<file path="config.mk">
export PLATFORM = sky130hd
export DESIGN_NAME = pc_ctrl
export DESIGN_NICKNAME = d
export VERILOG_FILES = /design/src/rtl/mips_pkg.sv /design/src/rtl/pc_reg.sv /design/src/rtl/pc_ctrl.sv
export SDC_FILE = /design/constraint.sdc
export NUM_CORES = 1
export LEC_CHECK = 0
export BUFFER_PORTS_ARGS = -buffer_cell sky130_fd_sc_hd__buf_2
export CAP_MARGIN = 20
export CORE_MARGIN = 5
export CORE_UTILIZATION = 40
export DETAILED_ROUTE_END_ITERATION = 8
export GPL_TIMING_DRIVEN = 0
export PLACE_DENSITY_LB_ADDON = 0.2
export SYNTH_ARGS = -nofsm -noshare
export SYNTH_HDL_FRONTEND = slang
export SYNTH_SLANG_ARGS = --single-unit
</file>
<file path="constraint.sdc">
create_clock -name i_clk -period 4 [get_ports i_clk]
set_input_delay 0.2 -clock i_clk [delete_from_list [all_inputs] [get_ports i_clk]]
set_output_delay 0.2 -clock i_clk [all_outputs]
set_load 0.03 [all_outputs]
</file>
<file path="src/rtl/mips_pkg.sv">
// Shared definitions for the MIPS core front end: run-control state encoding
// and fetch-width defaults.
package mips_pkg;

  localparam int unsigned STATE_W             = 3;
  localparam int unsigned INSTR_BYTES_DEFAULT = 4;

  typedef enum logic [STATE_W-1:0] {
    ST_IDLE   = 3'd0,
    ST_RUN    = 3'd1,
    ST_STEP   = 3'd2,
    ST_DRAIN  = 3'd3,
    ST_HALTED = 3'd4
  } run_state_e;

endpackage

</file>
<file path="src/rtl/pc_reg.sv">
// Program-counter register with synchronous reset to a fixed vector and a
// load enable.
module pc_reg
  import mips_pkg::*;
#(
  parameter int unsigned           PC_WIDTH     = 32,
  parameter logic [PC_WIDTH-1:0]   RESET_VECTOR = '0
) (
  input  logic                clk,
  input  logic                reset,
  input  logic                load,
  input  logic [PC_WIDTH-1:0] d,
  output logic [PC_WIDTH-1:0] q
);

  always_ff @(posedge clk) begin
    if (reset) begin
      q <= RESET_VECTOR;
    end else if (load) begin
      q <= d;
    end
  end

endmodule

</file>
<file path="src/rtl/pc_ctrl.sv">
// IF-stage PC controller: next-PC selection, hazard stalls and the debug
// run-control FSM that drains the pipeline after a HALT instruction.
module pc_ctrl
  import mips_pkg::*;
#(
  parameter int unsigned         PC_WIDTH     = 32,
  parameter logic [PC_WIDTH-1:0] RESET_VECTOR = '0,
  parameter int unsigned         INSTR_BYTES  = INSTR_BYTES_DEFAULT,
  parameter int unsigned         DRAIN_CYCLES = 4
) (
  input  logic                i_clk,
  input  logic                i_reset,
  input  logic                i_run,
  input  logic                i_step,
  input  logic                i_halt_req,
  input  logic                i_pc_write,
  input  logic                i_branch_taken,
  input  logic [PC_WIDTH-1:0] i_branch_target,
  input  logic                i_jump,
  input  logic [PC_WIDTH-1:0] i_jump_target,
  input  logic                i_halt_instr,
  output logic [PC_WIDTH-1:0] o_pc,
  output logic [PC_WIDTH-1:0] o_pc_seq,
  output logic                o_enable,
  output logic                o_fetch_valid,
  output logic [STATE_W-1:0]  o_state,
  output logic                o_halted,
  output logic                o_step_done
);

  localparam int unsigned         CNT_W      = $clog2(DRAIN_CYCLES + 1);
  localparam logic [PC_WIDTH-1:0] PC_INC     = PC_WIDTH'(INSTR_BYTES);
  localparam logic [PC_WIDTH-1:0] ALIGN_MASK = ~PC_WIDTH'(INSTR_BYTES - 1);

  run_state_e          state;
  run_state_e          state_nxt;
  logic [CNT_W-1:0]    drain_cnt;
  logic [CNT_W-1:0]    drain_cnt_nxt;
  logic                halted_q;
  logic                step_done_q;
  logic                exec_c;
  logic                halt_acc_c;
  logic                pc_load_c;
  logic [PC_WIDTH-1:0] pc_nxt_c;

  // RUN and STEP are the only states that fetch and may advance the PC
  assign exec_c     = (state == ST_RUN) || (state == ST_STEP);
  assign halt_acc_c = exec_c && i_halt_instr && i_pc_write;
  assign pc_load_c  = o_enable && i_pc_write && exec_c && !halt_acc_c;

  always_comb begin
    pc_nxt_c = o_pc_seq;
    if (i_branch_taken) begin
      pc_nxt_c = i_branch_target & ALIGN_MASK;
    end else if (i_jump) begin
      pc_nxt_c = i_jump_target & ALIGN_MASK;
    end
  end

  pc_reg #(
    .PC_WIDTH     (PC_WIDTH),
    .RESET_VECTOR (RESET_VECTOR)
  ) u_pc_reg (
    .clk   (i_clk),
    .reset (i_reset),
    .load  (pc_load_c),
    .d     (pc_nxt_c),
    .q     (o_pc)
  );

  assign o_pc_seq = o_pc + PC_INC;

  always_ff @(posedge i_clk) begin
    if (i_reset) begin
      state       <= ST_IDLE;
      drain_cnt   <= '0;
      halted_q    <= 1'b0;
      step_done_q <= 1'b0;
    end else begin
      state       <= state_nxt;
      drain_cnt   <= drain_cnt_nxt;
      halted_q    <= (state_nxt == ST_HALTED);
      step_done_q <= (state == ST_STEP) && (state_nxt == ST_IDLE);
    end
  end

  // Run-control next state; HALT beats debug requests, DRAIN counts down to HALTED
  always_comb begin
    state_nxt     = state;
    drain_cnt_nxt = drain_cnt;
    case (state)
      ST_IDLE: begin
        if (i_run) begin
          state_nxt = ST_RUN;
        end else if (i_step) begin
          state_nxt = ST_STEP;
        end
      end
      ST_RUN: begin
        if (halt_acc_c) begin
          state_nxt     = ST_DRAIN;
          drain_cnt_nxt = CNT_W'(DRAIN_CYCLES);
        end else if (i_halt_req) begin
          state_nxt = ST_IDLE;
        end
      end
      ST_STEP: begin
        if (halt_acc_c) begin
          state_nxt     = ST_DRAIN;
          drain_cnt_nxt = CNT_W'(DRAIN_CYCLES);
        end else begin
          state_nxt = ST_IDLE;
        end
      end
      ST_DRAIN: begin
        if (drain_cnt == CNT_W'(1)) begin
          state_nxt     = ST_HALTED;
          drain_cnt_nxt = '0;
        end else begin
          drain_cnt_nxt = drain_cnt - CNT_W'(1);
        end
      end
      ST_HALTED: begin
        state_nxt = ST_HALTED;
      end
      default: begin
        state_nxt     = ST_IDLE;
        drain_cnt_nxt = '0;
      end
    endcase
  end

  assign o_enable      = exec_c || (state == ST_DRAIN);
  assign o_fetch_valid = exec_c;
  assign o_state       = state;
  assign o_halted      = halted_q;
  assign o_step_done   = step_done_q;

endmodule
</file>
==> impl_metrics.json, run 1 <==
{
  "slew_headroom_pct": 48.45,
  "fin_crit_ps": 2763,
  "cts_tree": "yes",
  "grt_first_pass_wirelength_um": 17400,
  "p_leak_uw": 0.001833,
  "rsz0062_at_grt": "no",
  "pre_cts_slack_ps": 1605,
  "postRouteAntennaNets": 0,
  "syn_inst": 381,
  "place_congestion": 0.9080,
  "tightest_slew_ps": 770.5,
  "syn-cell-area_um2": 2922,
  "nets": 600,
  "num_vias": 3527,
  "clk_latency_ps": 300,
  "startpoint_type": "flop",
  "hold_ws_ps": 160.5,
  "drc_errors": 0,
  "cp_slowest_cell": "nor4_4",
  "die_w_um": 95.46,
  "clk_pin_slew_worst_paths_ps": 80,
  "fmax_mhz": 361.9,
  "status": "complete, no violations",
  "hold_viol_final": 0,
  "cts_root_buf": "clkbuf_8",
  "endpoint_kind": "primary output",
  "synth_ff_type": "dfxtp_1",
  "ys_async_sr_fraction_pct": 0,
  "worst_clock_skew_ps": 7.798,
  "drive_gt1_share_pct": 32.76,
  "critical_path.max_fanout": 10,
  "cts_setup_buffers": 0,
  "cts_inserted_buffers": 5,
  "io_buffer_count": 133,
  "cts_num_sinks": 38,
  "final_common_cell": "buf_2",
  "ys_seq_elements": 38,
  "pin_count": 144,
  "place_inst": 616,
  "start_util_pct": 40.71,
  "hold_buffers": 0,
  "wl_per_cell_um": 17.93,
  "synth_top_area_share_pct": 26.04,
  "hpwlAfterDp_um": 8299,
  "dr.pass1.iters": 5,
  "fin_tns_setup_ps": 0,
  "post_cts_resized": 0,
  "max_cap_viol_count": 0,
  "final_cell_mix": "141 x buf_2, 44 x nor2_1, 38 x dfxtp_1, 24 x a21oi_1, 22 x nand2_1",
  "peakVddDrop_mv": 0.1633,
  "n_antenna_cell": 0,
  "synth-edff-count": 0,
  "wirelength_um": 11190,
  "die-height_um": 95.46,
  "cp.buffers_inverters": 1,
  "viasPerCell": 5.652,
  "synth_top_cell_by_area": "dfxtp_1",
  "areaGrowthSynthToFinish_pct": 32.29,
  "finalCritPeriodShare_pct": 69.08,
  "hold_class": "input pin to flop",
  "yosys-top-cells-area": "dfxtp_1 26%, xnor2_1 5.7%, nor2_1 5.7%, a21oi_1 4.1%, a22oi_1 3.1%",
  "drv_slew": 0,
  "die_area_um2": 9113,
  "htreeDepth": 2,
  "ys_warn_count": 0,
  "core_um2": 7176,
  "final.setup.worst_slack_ps": 1237,
  "ys_types": 59,
  "utilization_pct": 53.86,
  "crit_required_ps": 3800,
  "cts_max_path_buffers": 2,
  "crit_chain": "ha_1, nand4_2, nor4_4, nand3_1, xnor2_1, buf_2",
  "slowest_delay_ps": 650,
  "grt_max_degree": 13,
  "synth_seq_area_share_pct": 26.04,
  "setup_viol": 0,
  "avgSynthCellArea_um2": 7.668,
  "rows": 31,
  "antenna_found_initial": 0,
  "p_per_area_nw_per_um2": 307.2,
  "track_usage_pct": 24.44,
  "crit_family": "simple AND/OR/NAND/NOR gates",
  "final_cells": 624,
  "grt_pass1_vias": 3521,
  "path_class": "flop to primary output",
  "grt_overflow": 0,
  "arrival_ps": 2560,
  "drt_first_iter_violations": 275
}
-- state kept, by name (all words and copies together) (netlist names) --
name,count
o_state,3
o_halted,1
drain_cnt,3
u_pc_reg.q,30
o_step_done,1
-- per-stage QoR --
stage / instance area, um2 / power, uW
floorplan: 2933 / 652.3
global placement: 3722 / 766.2
detailed placement: 3722 / 771.9
CTS: 3865 / 1185
global route: 3865 / 1231
finish: 3865 / 1187
-- worst paths after layout --
path | to | from | slack [ps] | cells past startpoint
max | o_pc_seq[30] | u_pc_reg.q[2] | 1240 | 6
min | o_state[1] | i_step | 160 | 3
max reg2reg | u_pc_reg.q[28] | u_pc_reg.q[2] | 1730 | 6
min reg2reg | drain_cnt[1] | drain_cnt[1] | 500 | 2
-- layer usage --
layer	track usage (%)	share of wire, %
met1	31.83	43
met2	40.82	48
met3	4.893	7.9
met4	7.109	1.1
met5	0	0
-- area by class of cell --
type                    instances  area, um2
repair buffers                133      665.6
inverters                      16      60.06
well taps                      99      123.9
plain buffers                  33      168.9
clock inverters                 2      60.06
multi-input cells             297       1943
fillers                       724       3311
clock buffers                   6      82.58
flip-flops and latches         38      760.7
-- worst register-to-register path: cells and delay by family (launching register included) --
family	cells	cell delay [ps]
multiplexers	1	200
AO/OA/AOI/OAI	1	90
adder cells (fa/ha/maj)	1	270
AND/OR/NAND/NOR	3	1150
flip-flops	1	440
-- kinds of logic (layout without fill, tap and decap cells) --
logic type | Yosys count | count (layout) | synth area share (%)
compound gates | 113 | 113 | 27.15
xor+xnor | 29 | 29 | 8.694
fa+ha+maj | 3 | 3 | 1.285
buf+inv | 49 | 190 | 7.837
flops | 38 | 38 | 26.04
mux | 8 | 8 | 2.741
other cells | 1 | 4 | 0.1284
simple gates | 140 | 140 | 26.12
-- synth_stat cells, types with 5 or more instances --
cell	number
a21oi_1	24
a221o_1	5
a222oi_1	5
a22oi_1	12
a2bb2oi_1	5
and3_1	5
buf_2	8
buf_4	7
clkbuf_1	14
dfxtp_1	38
inv_1	16
mux2i_1	8
nand2_1	22
nand3_1	13
nand4_1	10
nor2_1	44
nor2b_1	8
nor4_1	5
o211ai_1	8
o21ai_0	14
o22ai_1	7
o31ai_1	5
xnor2_1	19
xor2_1	10
-- power breakdown --
part | internal, uW | switching, uW | total, uW
Clock | 266 | 155 | 422
Sequential | 399 | 30.2 | 429
Combinational | 120 | 217 | 337
Total | 785 | 402 | 1190
Power figures use the tool's default switching activity.
==> run 2, diff against run 1 <==
Clock period 4 ns to 2.35 ns, I/O delays scaled along.
==> run 2 against run 1 <==
Against the previous run: count of clock-buffer cells in the layout up 1; via count shrank 0.48%; global-route usage down 0.96 points; utilization up 1.1 points; die area unchanged; sequential cell count stayed put; non-clock buffer count rose by 8; sequential share of layout area fell by 0.30 points; combinational power increased by 71%; first-iteration DRC count is 0.36% higher; largest power group unchanged.
==> impl_metrics.json, run 2 (synthesized netlist as in run 1, its figures left out) <==
{
  "drt_first_iter_violations": 276,
  "drv_slew": 0,
  "rows": 31,
  "crit_family": "simple AND/OR/NAND/NOR gates",
  "wl_per_cell_um": 17.29,
  "viasPerCell": 5.563,
  "postRouteAntennaNets": 0,
  "pre_cts_slack_ps": -3.860,
  "top_register": "u_pc_reg.q",
  "clk_latency_ps": 300,
  "cts_tree": "yes",
  "grt_pass1_vias": 3366,
  "largest_reg_flops": 30,
  "hpwlAfterDp_um": 8159,
  "num_vias": 3510,
  "tightest_slew_ps": 716.4,
  "arrival_ps": 2140,
  "core_um2": 7176,
  "final_common_cell": "buf_2",
  "start_util_pct": 40.71,
  "htreeDepth": 2,
  "status": "complete, no violations",
  "hold_class": "input pin to flop",
  "final_cell_mix": "134 x buf_2, 44 x nor2_1, 35 x dfxtp_1, 24 x a21oi_1, 22 x nand2_1",
  "cts_inserted_buffers": 5,
  "slowest_delay_ps": 500,
  "nets": 608,
  "crit_chain": "and4_1, buf_4, nand4_1, buf_4, nor4b_4, xor2_1, clkbuf_4",
  "placed_area_um2": 3752,
  "wirelength_um": 10910,
  "fin_tns_setup_ps": 0,
  "final.setup.worst_slack_ps": 90.12,
  "peakVddDrop_mv": 0.2513,
  "place_congestion": 0.9047,
  "crit_top_cell": "buf_4",
  "worst_clock_skew_ps": 10.42,
  "path_class": "flop to primary output",
  "cp.buffers_inverters": 3,
  "io_buffer_count": 133,
  "dr.pass1.iters": 5,
  "startpoint_type": "flop",
  "p_per_area_nw_per_um2": 446.8,
  "fin_crit_ps": 2260,
  "die-height_um": 95.46,
  "cts_max_path_buffers": 2,
  "setup_viol": 0,
  "endpoint_kind": "primary output",
  "track_usage_pct": 23.48,
  "p_leak_uw": 0.001890,
  "die_area_um2": 9113,
  "antenna_found_initial": 0,
  "fmax_mhz": 442.5,
  "critical_path.max_fanout": 7,
  "n_antenna_cell": 0,
  "rsz0062_at_grt": "yes",
  "grt_overflow": 0,
  "cts_root_buf": "clkbuf_8",
  "cp_slowest_cell": "dfxtp_1",
  "pin_count": 144,
  "clk_pin_slew_worst_paths_ps": 70,
  "grt_max_degree": 11,
  "finalCritPeriodShare_pct": 96.17,
  "grt_first_pass_wirelength_um": 16640,
  "crit_required_ps": 2230,
  "slew_headroom_pct": 52.06,
  "cts_num_sinks": 38,
  "areaGrowthSynthToFinish_pct": 34.99,
  "fin_area_um2": 3944,
  "die_w_um": 95.46,
  "drc_errors": 0,
  "drive_gt1_share_pct": 35.15,
  "hold_viol_final": 0,
  "max_cap_viol_count": 0
}
==> run 2: changes by cell type in the layout (fill, tap and decap cells not counted), moves of 2 or more <==
cell	delta
xnor2_1	-4
clkbuf_4	+7
dfxtp_2	+3
buf_2	-7
dfxtp_1	-3
bufinv_16	-2
clkbuf_1	+2
buf_4	+8
xnor2_2	+4
==> run 2: final cells by class <==
cell class,instances,area [um2]
inverter,16,60.06
timing repair buffer,141,743.2
tap,99,123.9
fill,754,3232
buffer,33,168.9
multi-input combinational,297,2007
sequential,38,764.5
clock buffer,7,76.32
==> run 2: worst paths after layout <==
kind,from,endpoint,slack [ps],cells after the start
hold / removal,i_step,o_state[1],70,3
setup / recovery,u_pc_reg.q[5],o_pc_seq[31],90,7
setup reg to reg,o_state[0],u_pc_reg.q[9],280,7
hold reg to reg,drain_cnt[1],drain_cnt[1],500,2
==> run 2: where the power goes <==
part	internal, uW	switching, uW	total, uW	leakage [uW]
Combinational	213	364	577	0.00154
Sequential	680	54.5	734	0.000310
Clock	205	246	450	0.0000383
==> run 2: routing by layer <==
layer | up-vias | global-route usage [%] | wire length (um)
met3 | 20 | 6.156 | 950
met5 | - | 0 | 0
met4 | 0 | 8.057 | 246
met1 | 1623 | 29.85 | 4610
li1 | 1700 | - | -
met2 | 167 | 38.43 | 5103
==> run 2: timing repair <==
item                       CTS  global route
setup endpoints to repair    9            11
pin swaps                    3             3
resized for setup            3            13
setup buffers                5             3
hold buffers                 0             0
==> run 2: through the flow <==
stage                     hold WS, ps  total power, uW  utilization [%]  cells
after floorplan                 269.4             1116                -    384
after global placement          381.7             1307            52.29    616
after detailed placement        384.1             1314            52.29    616
after CTS                       76.73             1748            54.02    628
after global routing            79.83             1834            54.96    631
final                           73.47             1762            54.96    631
==> run 2: tightest hold or removal path: stages <==
cell     delay, ps
buf_2          100
nand3_1         50
a21oi_1         60
==> run 3, diff against run 2 <==
Settings changed: BUFFER_PORTS_ARGS -buffer_cell sky130_fd_sc_hd__buf_2 to default, CELL_PAD_IN_SITES_DETAIL_PLACEMENT from default to 1, CELL_PAD_IN_SITES_GLOBAL_PLACEMENT from default to 2, CORE_UTILIZATION 40 to 30, DONT_BUFFER_PORTS from default to 1.
==> run 3 against run 2 <==
Against the previous run: count of clock-buffer cells in the layout is the same; non-clock buffer count shrank 129; sequential share of layout area grew 2.8 points; via count shrank 11%; highest routed layer unchanged; sequential cell count is the same; register-to-register slack lost 160 ps; fmax grew 0.58%.
==> impl_metrics.json, run 3 (synthesized netlist as in run 1, its figures left out) <==
{
  "drv_slew": 0,
  "cts_num_sinks": 38,
  "start_util_pct": 30.31,
  "finalCritPeriodShare_pct": 95.61,
  "finalPower_uw": 1749,
  "rows": 36,
  "dr.pass1.iters": 4,
  "p_per_area_nw_per_um2": 473.6,
  "arrival_ps": 2130,
  "core_um2": 9639,
  "reg2regPathDepth": 7,
  "wl_per_cell_um": 23.54,
  "pin_count": 144,
  "hpwlAfterDp_um": 9302,
  "nets": 479,
  "die_w_um": 108.7,
  "utilization_pct": 38.30,
  "cts_max_path_buffers": 2,
  "rsz0062_at_grt": "yes",
  "htreeDepth": 2,
  "cts_tree": "yes",
  "wirelength_um": 12640,
  "fin_crit_ps": 2247,
  "largest_reg_flops": 30,
  "track_usage_pct": 21.12,
  "endpoint_kind": "primary output",
  "setup_viol": 0,
  "startpoint_type": "flop",
  "max_cap_viol_count": 0,
  "n_antenna_cell": 0,
  "viasPerCell": 5.814,
  "die_area_um2": 11810,
  "final_cell_mix": "42 x nor2_1, 24 x a21oi_1, 22 x nand2_1, 19 x dfxtp_2, 17 x buf_4",
  "top_register": "u_pc_reg.q",
  "grt_overflow": 0,
  "drive_gt1_share_pct": 25.74,
  "grt_max_degree": 12,
  "die-height_um": 108.7,
  "p_leak_uw": 0.001391,
  "cts_root_buf": "clkbuf_8",
  "io_buffer_count": 0,
  "path_class": "flop to primary output",
  "tightest_slew_ps": 774.3,
  "worst_clock_skew_ps": 7.079,
  "place_congestion": 0.8288,
  "cts_inserted_buffers": 5,
  "drt_first_iter_violations": 181,
  "fin_tns_setup_ps": 0,
  "areaGrowthSynthToFinish_pct": 26.38,
  "grt_pass1_vias": 3200,
  "final_common_cell": "nor2_1",
  "clk_latency_ps": 300,
  "drc_errors": 0,
  "hold_viol_final": 0,
  "clk_pin_slew_worst_paths_ps": 90,
  "crit_required_ps": 2230,
  "slew_headroom_pct": 48.01,
  "fmax_mhz": 445.1,
  "hold_class": "input pin to flop",
  "status": "complete, no violations",
  "grt_first_pass_wirelength_um": 18820,
  "postRouteAntennaNets": 0,
  "antenna_found_initial": 0,
  "whs_path_depth": 2,
  "num_vias": 3122,
  "peakVddDrop_mv": 0.2230,
  "critical_path.max_fanout": 8
}
-- run 3: changes by cell type in the layout (fill, tap and decap cells not counted), moves of 3 or more --
cell      change
dfxtp_2      +16
buf_2       -129
xnor2_4       +7
clkbuf_4      -4
nand3_1       -3
xnor2_1       -7
dfxtp_4       +9
xor2_4        +5
xor2_1        -7
dfxtp_1      -25
-- run 3: where the power goes --
part | switching (uW) | internal (uW) | leakage [uW] | total [uW]
sequential | 141 | 679 | 0.000324 | 819
combinational | 279 | 151 | 0.00102 | 430
clock | 262 | 238 | 0.0000482 | 499
total | 681 | 1070 | 0.00139 | 1750
-- run 3: layout make-up --
| type | count | area (um2) |
|---|---|---|
| Tap cell | 133 | 166.4 |
| Clock buffer | 7 | 86.33 |
| Clock inverter | 1 | 5.005 |
| Multi-Input combinational cell | 297 | 2276 |
| Fill cell | 1184 | 5947 |
| Buffer | 33 | 183.9 |
| Sequential cell | 38 | 818.3 |
| Timing Repair Buffer | 12 | 96.34 |
| Inverter | 16 | 60.06 |
-- run 3: final timing paths --
path	start	endpoint	slack (ps)
worst max-delay path	u_pc_reg.q[7]	o_pc_seq[31]	100
worst min register to register	drain_cnt[1]	drain_cnt[1]	500
worst max register to register	o_state[0]	u_pc_reg.q[8]	120
worst min-delay path	i_branch_target[21]	u_pc_reg.q[21]	5
-- run 3: per-layer routing --
metal / track usage (%) / routed length [um] / part of all wire, %
met5: 0 / 0 / 0
met4: 4.779 / 157 / 1.2
met3: 5.980 / 1056 / 8.4
met2: 35.48 / 6041 / 48
met1: 26.90 / 5386 / 43
-- run 3: per-stage QoR --
step	instances	setup WS (ps)	instance area [um2]	hold slack (ps)
2_1_floorplan	384	29.20	2963	269.4
3_3_place_gp	517	-428.0	3129	278.9
3_5_place_dp	517	-445.7	3129	279.7
4_1_cts	535	3.387	3620	1.782
5_1_grt	537	-64.95	3692	13.10
6_report	537	103.2	3692	4.672
-- run 3: what timing repair did --
action | 4_1_cts | 5_1_grt
buffers inserted | 9 | 2
gates resized for setup | 63 | 21
endpoints found under the setup margin | 38 | 34
pin swaps | 10 | 5
hold buffers | 1 | 0
hold endpoints to repair | 1 | 0
-- run 3: critical path, cell delays in order (launching register included) --
cell,delay [ps]
dfxtp_2,530
and3_2,300
nand4_1,100
buf_4,210
nor4b_4,240
buf_4,180
xor2_4,260
